===== config.mk =====
export PLATFORM = sky130hd
export DESIGN_NAME = any1_branch_resolve
export DESIGN_NICKNAME = d
export VERILOG_FILES = /design/src/rtl/any1_pkg.sv /design/src/rtl/any1_br_stats.sv /design/src/rtl/any1_branch_resolve.sv
export SDC_FILE = /design/constraint.sdc
export NUM_CORES = 1
export LEC_CHECK = 0
export ABC_AREA = 1
export CORE_ASPECT_RATIO = 1.1
export CORE_UTILIZATION = 39
export DETAILED_ROUTE_END_ITERATION = 8
export PLACE_DENSITY = 0.77
export SKIP_CTS_REPAIR_TIMING = 1
export SLEW_MARGIN = 20
export SYNTH_ARGS = -nofsm -noshare
export SYNTH_HDL_FRONTEND = slang
export SYNTH_SLANG_ARGS = --single-unit

===== constraint.sdc =====
create_clock -name clk_i -period 1.63 [get_ports clk_i]
set_clock_uncertainty 0.15 [all_clocks]
set_input_delay 0.326 -clock clk_i [delete_from_list [all_inputs] [get_ports clk_i]]
set_output_delay 0.326 -clock clk_i [all_outputs]
set_load 0.05 [all_outputs]

===== src/rtl/any1_pkg.sv =====
`default_nettype none
// ============================================================================
// Module      : any1_pkg
// Description : Shared types for the any1 pipeline: branch-resolution state
//               encoding and the machine address type.
// Revision    : 1.0 - initial release
// ============================================================================
package any1_pkg;

  // Machine address width used by the shared Address type.
  localparam int ANY1_AWID = 32;

  typedef logic [ANY1_AWID-1:0] Address;

  // Branch resolution states: accept slots, hold a redirect, drain execute.
  typedef enum logic [1:0] {
    IDLE  = 2'd0,
    HOLD  = 2'd1,
    DRAIN = 2'd2
  } BrResState;

endpackage : any1_pkg
`default_nettype wire


===== src/rtl/any1_br_stats.sv =====
`default_nettype none
// ============================================================================
// Module      : any1_br_stats
// Description : Free-running 32-bit counters of accepted branches and of
//               mispredictions. Counters wrap at 2^32.
// Ports       : clk_i, rst_i       - clock / synchronous active-high reset
//               br_inc, misp_inc   - one-cycle increment strobes
//               stat_br, stat_misp - registered counter values
// Revision    : 1.0 - initial release
// ============================================================================
module any1_br_stats
  import any1_pkg::*;
(
  input  logic        clk_i,
  input  logic        rst_i,
  input  logic        br_inc,
  input  logic        misp_inc,
  output logic [31:0] stat_br,
  output logic [31:0] stat_misp
);

  logic [31:0] br_cnt_d, br_cnt_q;
  logic [31:0] misp_cnt_d, misp_cnt_q;

  always_comb begin
    br_cnt_d   = br_cnt_q;
    misp_cnt_d = misp_cnt_q;
    if (br_inc)   br_cnt_d   = br_cnt_q + 32'd1;
    if (misp_inc) misp_cnt_d = misp_cnt_q + 32'd1;
  end

  always_ff @(posedge clk_i) begin
    if (rst_i) begin
      br_cnt_q   <= 32'd0;
      misp_cnt_q <= 32'd0;
    end else begin
      br_cnt_q   <= br_cnt_d;
      misp_cnt_q <= misp_cnt_d;
    end
  end

  assign stat_br   = br_cnt_q;
  assign stat_misp = misp_cnt_q;

endmodule : any1_br_stats
`default_nettype wire


===== src/rtl/any1_branch_resolve.sv =====
`default_nettype none
// ============================================================================
// Module      : any1_branch_resolve
// Description : Branch resolution stage following the execute-stage branch
//               condition evaluator. Detects direction/target mispredictions,
//               raises a held fetch redirect with a one-cycle flush, stalls
//               execute for a fixed drain window, and emits a predictor
//               update pulse for every resolved branch.
// Config      : ANY1_BR_STATS_EN - when defined, adds stat_br / stat_misp
//               counter outputs (any1_br_stats instance).
// Ports       : clk_i, rst_i          - clock / synchronous active-high reset
//               ex_*                  - execute slot and prediction info
//               takb                  - evaluated branch outcome
//               ex_rdy                - stage can accept a slot (state decode)
//               redir_v/ip, redir_rdy - fetch redirect handshake
//               flush_o               - one-cycle younger-instruction flush
//               upd_v/ip/tk           - predictor update strobe and payload
//               stat_br, stat_misp    - counters (ANY1_BR_STATS_EN only)
// Revision    : 1.0 - initial release
// ============================================================================
module any1_branch_resolve
  import any1_pkg::*;
#(
  parameter int AWID         = 32,
  parameter int INSN_BYTES   = 4,
  parameter int FLUSH_CYCLES = 2
) (
  input  logic            clk_i,
  input  logic            rst_i,
  input  logic            ex_v,
  input  logic            ex_is_br,
  input  logic [AWID-1:0] ex_ip,
  input  logic [AWID-1:0] ex_tgt,
  input  logic            ex_pred_tk,
  input  logic [AWID-1:0] ex_pred_tgt,
  input  logic            takb,
  output logic            ex_rdy,
  output logic            redir_v,
  output logic [AWID-1:0] redir_ip,
  input  logic            redir_rdy,
  output logic            flush_o,
  output logic            upd_v,
  output logic [AWID-1:0] upd_ip,
  output logic            upd_tk
`ifdef ANY1_BR_STATS_EN
  ,
  output logic [31:0]     stat_br,
  output logic [31:0]     stat_misp
`endif
);

  // Drain counter must hold FLUSH_CYCLES; keep at least one bit when it is 0.
  localparam int CNT_W = (FLUSH_CYCLES < 1) ? 1 : $clog2(FLUSH_CYCLES + 1);

  BrResState       state_d, state_q;
  logic [CNT_W-1:0] cnt_d, cnt_q;
  logic [AWID-1:0] redir_ip_d, redir_ip_q;
  logic            flush_d, flush_q;
  logic            upd_v_d, upd_v_q;
  logic [AWID-1:0] upd_ip_d, upd_ip_q;
  logic            upd_tk_d, upd_tk_q;

  logic            accept;
  logic            misp;
  logic [AWID-1:0] fall_ip;
  logic [AWID-1:0] correct_ip;

  // Truncating add: the fall-through address wraps at 2^AWID.
  assign fall_ip    = ex_ip + AWID'(INSN_BYTES);
  assign correct_ip = takb ? ex_tgt : fall_ip;

  // Predicted target only matters when both prediction and outcome are taken.
  assign misp = (takb != ex_pred_tk) |
                (takb & ex_pred_tk & (ex_tgt != ex_pred_tgt));

  // ex_rdy is a pure state decode so upstream never sees a combinational
  // path from its own valid back to its ready.
  assign ex_rdy = (state_q == IDLE);
  assign accept = ex_v & ex_is_br & ex_rdy;

  always_comb begin
    state_d    = state_q;
    cnt_d      = cnt_q;
    redir_ip_d = redir_ip_q;
    flush_d    = 1'b0;
    upd_v_d    = accept;
    upd_ip_d   = upd_ip_q;
    upd_tk_d   = upd_tk_q;

    if (accept) begin
      upd_ip_d = ex_ip;
      upd_tk_d = takb;
    end

    case (state_q)
      IDLE: begin
        if (accept && misp) begin
          state_d    = HOLD;
          redir_ip_d = correct_ip;
          // Registered so the flush lands in the first HOLD cycle only.
          flush_d    = 1'b1;
        end
      end
      HOLD: begin
        if (redir_rdy) begin
          if (FLUSH_CYCLES == 0) begin
            state_d = IDLE;
          end else begin
            state_d = DRAIN;
            cnt_d   = CNT_W'(FLUSH_CYCLES);
          end
        end
      end
      DRAIN: begin
        // Leave on the 1->0 step; a zero count also exits defensively.
        if (cnt_q <= CNT_W'(1)) begin
          state_d = IDLE;
          cnt_d   = '0;
        end else begin
          cnt_d = cnt_q - CNT_W'(1);
        end
      end
      default: begin
        state_d = IDLE;
        cnt_d   = '0;
      end
    endcase
  end

  always_ff @(posedge clk_i) begin
    if (rst_i) begin
      state_q    <= IDLE;
      cnt_q      <= '0;
      redir_ip_q <= '0;
      flush_q    <= 1'b0;
      upd_v_q    <= 1'b0;
      upd_ip_q   <= '0;
      upd_tk_q   <= 1'b0;
    end else begin
      state_q    <= state_d;
      cnt_q      <= cnt_d;
      redir_ip_q <= redir_ip_d;
      flush_q    <= flush_d;
      upd_v_q    <= upd_v_d;
      upd_ip_q   <= upd_ip_d;
      upd_tk_q   <= upd_tk_d;
    end
  end

  assign redir_v  = (state_q == HOLD);
  assign redir_ip = redir_ip_q;
  assign flush_o  = flush_q;
  assign upd_v    = upd_v_q;
  assign upd_ip   = upd_ip_q;
  assign upd_tk   = upd_tk_q;

`ifdef ANY1_BR_STATS_EN
  any1_br_stats u_stats (
    .clk_i     (clk_i),
    .rst_i     (rst_i),
    .br_inc    (accept),
    .misp_inc  (accept & misp),
    .stat_br   (stat_br),
    .stat_misp (stat_misp)
  );
`endif

endmodule : any1_branch_resolve
`default_nettype wire

Yosys cells after proc, flatten, opt, wreduce, memory -nomap -nowiden

Index checks and enable logic that the tools add are counted.

Bits in registers: 71
Bits in latches: 0
Bits in writable memories: 0
Bits in read-only memories: 0
Input port bits: 103
Output and inout port bits: 69
Word-level logic and storage cells: 37
Memories: 0

$add $sub $neg: 2
Multipliers: 0
Div/mod/pow operators: 0
$lt $le $gt $ge: 1
Eq/ne operators: 7
Shift operators: 0
Multiplexer cells: 8
Bitwise gates (word level): 6
Reduce and logical (&&, ||, !) cells: 6

Operator list:

| kind                                                           | count |
|---|---|
| adder 32 x 3 -> 32 bit, second input constant                  | 1 |
| 2-to-1 mux 32 bit                                              | 1 |
| != test 32 bit                                                 | 1 |
| one-hot mux 2 bit (3 select lines)                             | 2 |
| 2-to-1 mux 2 bit                                               | 4 |
| AND 1 bit                                                      | 4 |
| != test 2 x 1 -> 1 bit, second input constant                  | 2 |
| AND reduction 2 bit                                            | 2 |
| AND reduction 3 bit                                            | 1 |
| == test 2 x 1 -> 1 bit, second input constant                  | 1 |
| == test 2 bit, second input constant                           | 1 |
| less-or-equal comparator 2 x 1 -> 1 bit, second input constant | 1 |
| logical NOT 2 bit                                              | 1 |
| != test 2 bit, second input constant                           | 1 |
| OR reduction 2 bit                                             | 1 |
| subtractor 2 x 1 -> 2 bit, second input constant               | 1 |
| logical AND 1 bit                                              | 1 |
| 2-to-1 mux 1 bit                                               | 1 |
| != test 1 bit                                                  | 1 |
| inverter 1 bit                                                 | 1 |
| OR 1 bit                                                       | 1 |

Logic depth before layout (Yosys ltp)

Depth after elaboration: 6
Gate-level depth with buffers: 15
Mapped depth without buffers: 15

Least setup slack after synthesis

No wires, ideal clock.

Path kind: reg2reg
Start point: register state_q[0]
End point: register redir_ip_q[13], in the netlist redir_ip[13]
Arrival: 1864 ps
Path slack: -449 ps
Cell stages (with the launch flop): 9
Path buffers: 2
Path through: dfxtp_1 > inv_1 > ha_1 > nand3_1 > a21oi_1 > buf_2 > buf_2 > nor2_1 > nor2_1

Longest elaborated chain between the ends: 4

RTL lines:

| what                                     | RTL line                   | text |
|---|---|---|
| start: declaration                       | any1_branch_resolve.sv:55  | `BrResState state_d, state_q;` |
| start signal: assignment                 | any1_branch_resolve.sv:140 | `state_q <= state_d;` |
| logical NOT 2 bit (*)                    | any1_branch_resolve.sv:78  | `assign ex_rdy = (state_q == IDLE);` |
| via ex_rdy                               | any1_branch_resolve.sv:37  | `output logic ex_rdy,` |
| AND 1 bit                                | any1_branch_resolve.sv:79  | `assign accept = ex_v & ex_is_br & ex_rdy;` |
| logical AND 1 bit                        | any1_branch_resolve.sv:97  | `if (accept && misp) begin` |
| AND reduction 2 bit (no source line) (*) | -                          |  |
| end signal: assignment                   | any1_branch_resolve.sv:142 | `redir_ip_q <= redir_ip_d;` |
| end: declaration                         | any1_branch_resolve.sv:57  | `logic [AWID-1:0] redir_ip_d, redir_ip_q;` |

Mark *: on every way through the listed nets, which the timed path passes. The rest lies on a longest branch.
A chain may end at the register's enable or synchronous reset.

Final worst setup path

Start point: input port ex_pred_tgt[21]
End point: register redir_ip_q[28], in the netlist redir_ip[28]

Longest elaborated chain between the ends: 5

RTL lines:

| what                                 | RTL line                  | text |
|---|---|---|
| start: declaration                   | any1_branch_resolve.sv:35 | `input logic [AWID-1:0] ex_pred_tgt,` |
| != test 32 bit                       | any1_branch_resolve.sv:74 | `(takb & ex_pred_tk & (ex_tgt != ex_pred_tgt));` |
| AND 1 bit                            | any1_branch_resolve.sv:74 |  |
| OR 1 bit                             | any1_branch_resolve.sv:73 | `assign misp = (takb != ex_pred_tk) \|` |
| logical AND 1 bit                    | any1_branch_resolve.sv:97 |  |
| AND reduction 2 bit (no source line) | -                         |  |

No other way between the ends.

==> impl_metrics.tcl <==
set metrics [dict create \
    max-vdd-ir-drop_uv 877 \
    hold_violations 0 \
    syn_inst 623 \
    hold_class "in2reg" \
    worstPathArrival_ns 2.01 \
    synth.top_cells.by_count "nand2_1, dfxtp_1, a21oi_1" \
    hpwl_um 13700 \
    required_ns 1.71 \
    ys_ff_latch 71 \
    synthXorXnorAreaFrac_pct 9.78 \
    start_util_pct 39.8 \
    ant_nets 0 \
    synthTopCellsByArea "dfxtp_1, nand2_1, a21oi_1, xnor2_1, o21ai_0" \
    period_needed_ns 1.93 \
    tns_ns -8.00 \
    post_drt_via_cell_ratio 5.38 \
    grt_pass1_wl_um 26500 \
    io_pins 172 \
    setup_viol 36 \
    syn_nets 731 \
    slowest_delay_ns 0.21 \
    die_height_um 110 \
    min_to "upd_ip[3]" \
    synth_seq_area_share_pct 34.5 \
    synth-edff-count 0 \
    p_per_area_mw_per_mm2 943 \
    grt_pass1_vias 5322 \
    routabilityCongestion 0.860 \
    syn_avg_cell_area_sq_um 6.61 \
    cp-startpoint "ex_pred_tgt[21]" \
    r2r-start "state_q[0]" \
    synthMostInstantiatedCell "nand2_1" \
    cp_common_cell "nand2_1" \
    drv_slew 0 \
    drive_gt1_share_pct 43.5 \
    violations "negative setup slack" \
    dpl-instance-area_sq_mm 0.00763 \
    port_buffers 171 \
    cts_sinks 71 \
    diodes 0 \
    hp-start "ex_ip[3]" \
    vias 5775 \
    fin_area_sq_mm 0.00881 \
    core_sq_mm 0.0103 \
    cap_violations 0 \
    num_rows 39 \
    timing.slew.headroom_pct 74.5 \
    wl_um 21900 \
    r2r_slack_ns -0.10 \
    post-route-drc-count 0 \
    endpoint_kind "flop" \
    synthesis.area_sq_mm 0.00412 \
    num-fill-cells 551 \
    cts_tree "built" \
    criticalPathCategory "in2reg" \
    synthMuxAreaShare_pct 0.729 \
    crit_chain "dlymetal6s2s_1, nand2_1, nand2_1, nand2_1, nor2_2, nand2_1, nor2_2, nand2_1, nand2_2, a21oi_4, buf_12, clkbuf_16, o21ai_1, a21oi_2" \
    firstDrtPassIters 5 \
    critical_path.top_delay_family "simple AND/OR/NAND/NOR gates" \
    synthArstFlopShare_pct 0 \
    cts_buffers 9 \
    cp_num_buf_inv 3 \
    synth_warnings 0 \
    synth.top_cell.area_share_pct 34.5 \
    holdPathStages 3 \
    worstMarginPinSlew_ns 0.379 \
    fmax_mhz 518 \
    wire_per_inst_um 20.4 \
    grt_max_degree 46 \
    crit_slowest_cell "dlymetal6s2s_1" \
    die_area_sq_mm 0.0110 \
    worst_hold_slack_ns 0.109 \
    final_util_pct 85.2 \
    synth_top_family_by_area "simple AND/OR/NAND/NOR gates" \
    die_w_um 100 \
    fin_crit_sh_pct 118 \
    finalPower_mw 8.31 \
    run_status "complete, but fails checks" \
    syn_to_final_growth_pct 114 \
    nNetsFinal 1035 \
    crit_path_start_kind "primary input" \
    yosys.area_share.simple_pct 32.5 \
    drt_iter0_markers 418 \
    reg2reg_to "redir_ip[20]" \
    synth_top_flop_cell "dfxtp_1" \
    p_leak_nw 4.33 \
    clk_pin_slew_ns 0.06 \
    grt_setup_unrepaired "true" \
    cp_max_fo 5 \
    insertion_delay_ns 0.34 \
    htreeDepth 3 \
    synth_cell_types 34 \
    fin_ws_ns -0.301 \
    yosysTopAreaCell "dfxtp_1" \
    r2r_cells 8 \
    synthAdderAreaFrac_pct 1.52 \
    cts-root-buf "clkbuf_16" \
    gr-usage-all-layers_pct 31.8 \
    synth_compound_area_share_pct 13.9 \
    cts_buffer_depth 2 \
    grt_remaining_overflow 0 \
    antenna_found_initial 0 \
]
-- registers in the layout (all words and copies together), names as in the netlist --
signal    cells
redir_ip     32
state_q       2
flush_o       1
upd_ip       32
cnt_q         2
upd_tk        1
upd_v         1
-- power breakdown --
group | leakage [nW] | switching, mW | internal (mW)
logic | 3.60 | 2.16 | 1.89
registers | 0.580 | 0.254 | 1.96
clock network | 0.145 | 0.777 | 1.26
total | 4.33 | 3.20 | 5.12
-- cell type report --
cell class | count | area [sq um] | share of cell area, %
Tap cell | 143 | 179 | 2.03
Timing Repair Buffer | 318 | 3760 | 42.6
Inverter | 50 | 198 | 2.24
Sequential cell | 71 | 1430 | 16.2
Clock inverter | 3 | 42.5 | 0.483
Clock buffer | 12 | 256 | 2.91
Multi-Input combinational cell | 477 | 2960 | 33.5
-- per-layer routing --
metal	track usage, %	vias to the layer above	part of all wire (%)	wire length [um]
met5	0	-	0	0
met1	35.2	2736	36	7900
met2	58.2	346	51	11100
met3	7.37	103	8.0	1760
met4	13.8	0	5.0	1100
li1	-	2590	-	-
-- cells by family after synthesis --
group           Yosys count
compound gates          112
xor+xnor                 46
fa+ha+maj                 5
buf+inv                  75
flops                    71
mux                       3
simple gates            311
-- per-stage QoR --
stage	setup slack, ns	instances
finish	-0.301	1074
global route	-0.539	1074
CTS	-0.567	1051
global placement	-0.844	1036
floorplan	0.00958	623
detailed placement	-0.860	1036
-- worst register-to-register path, delay by kind of cell, from the launching register on --
kind	cells	cell delay, ns
compound gates	2	0.37
fa+ha+maj	1	0.20
simple gates	2	0.22
buf+inv	3	0.39
flops	1	0.34
-- layout by cell type (no fill, tap or decap), types with 3 or more instances in the layout --
cell	n
buf_8	3
nor3_1	3
a21oi_2	18
nor2_1	34
nand3_2	5
nor3_4	4
nand3_1	9
inv_2	14
o21ai_1	16
dfxtp_1	69
a21oi_1	44
buf_6	18
dlymetal6s2s_1	56
xor2_1	14
mux2i_1	3
buf_4	124
xnor2_1	21
nor2_4	10
clkbuf_2	27
xnor2_2	9
clkdlybuf4s50_1	9
o21ai_0	30
nand2_1	169
nand4_1	8
clkbuf_16	15
nor2_2	15
buf_12	75
inv_1	33
nand2_2	25
ha_4	3
nand2_4	18
-- how the worst max path moves through the flow --
stage / endpoint / depth (start not counted)
2_1_floorplan: redir_ip[13] / 8
3_3_place_gp: redir_ip[13] / 10
3_5_place_dp: redir_ip[13] / 10
4_1_cts: redir_ip[13] / 10
5_1_grt: redir_ip[28] / 14
6_report: redir_ip[28] / 14
Note: power is estimated with default switching activity, not from simulation.
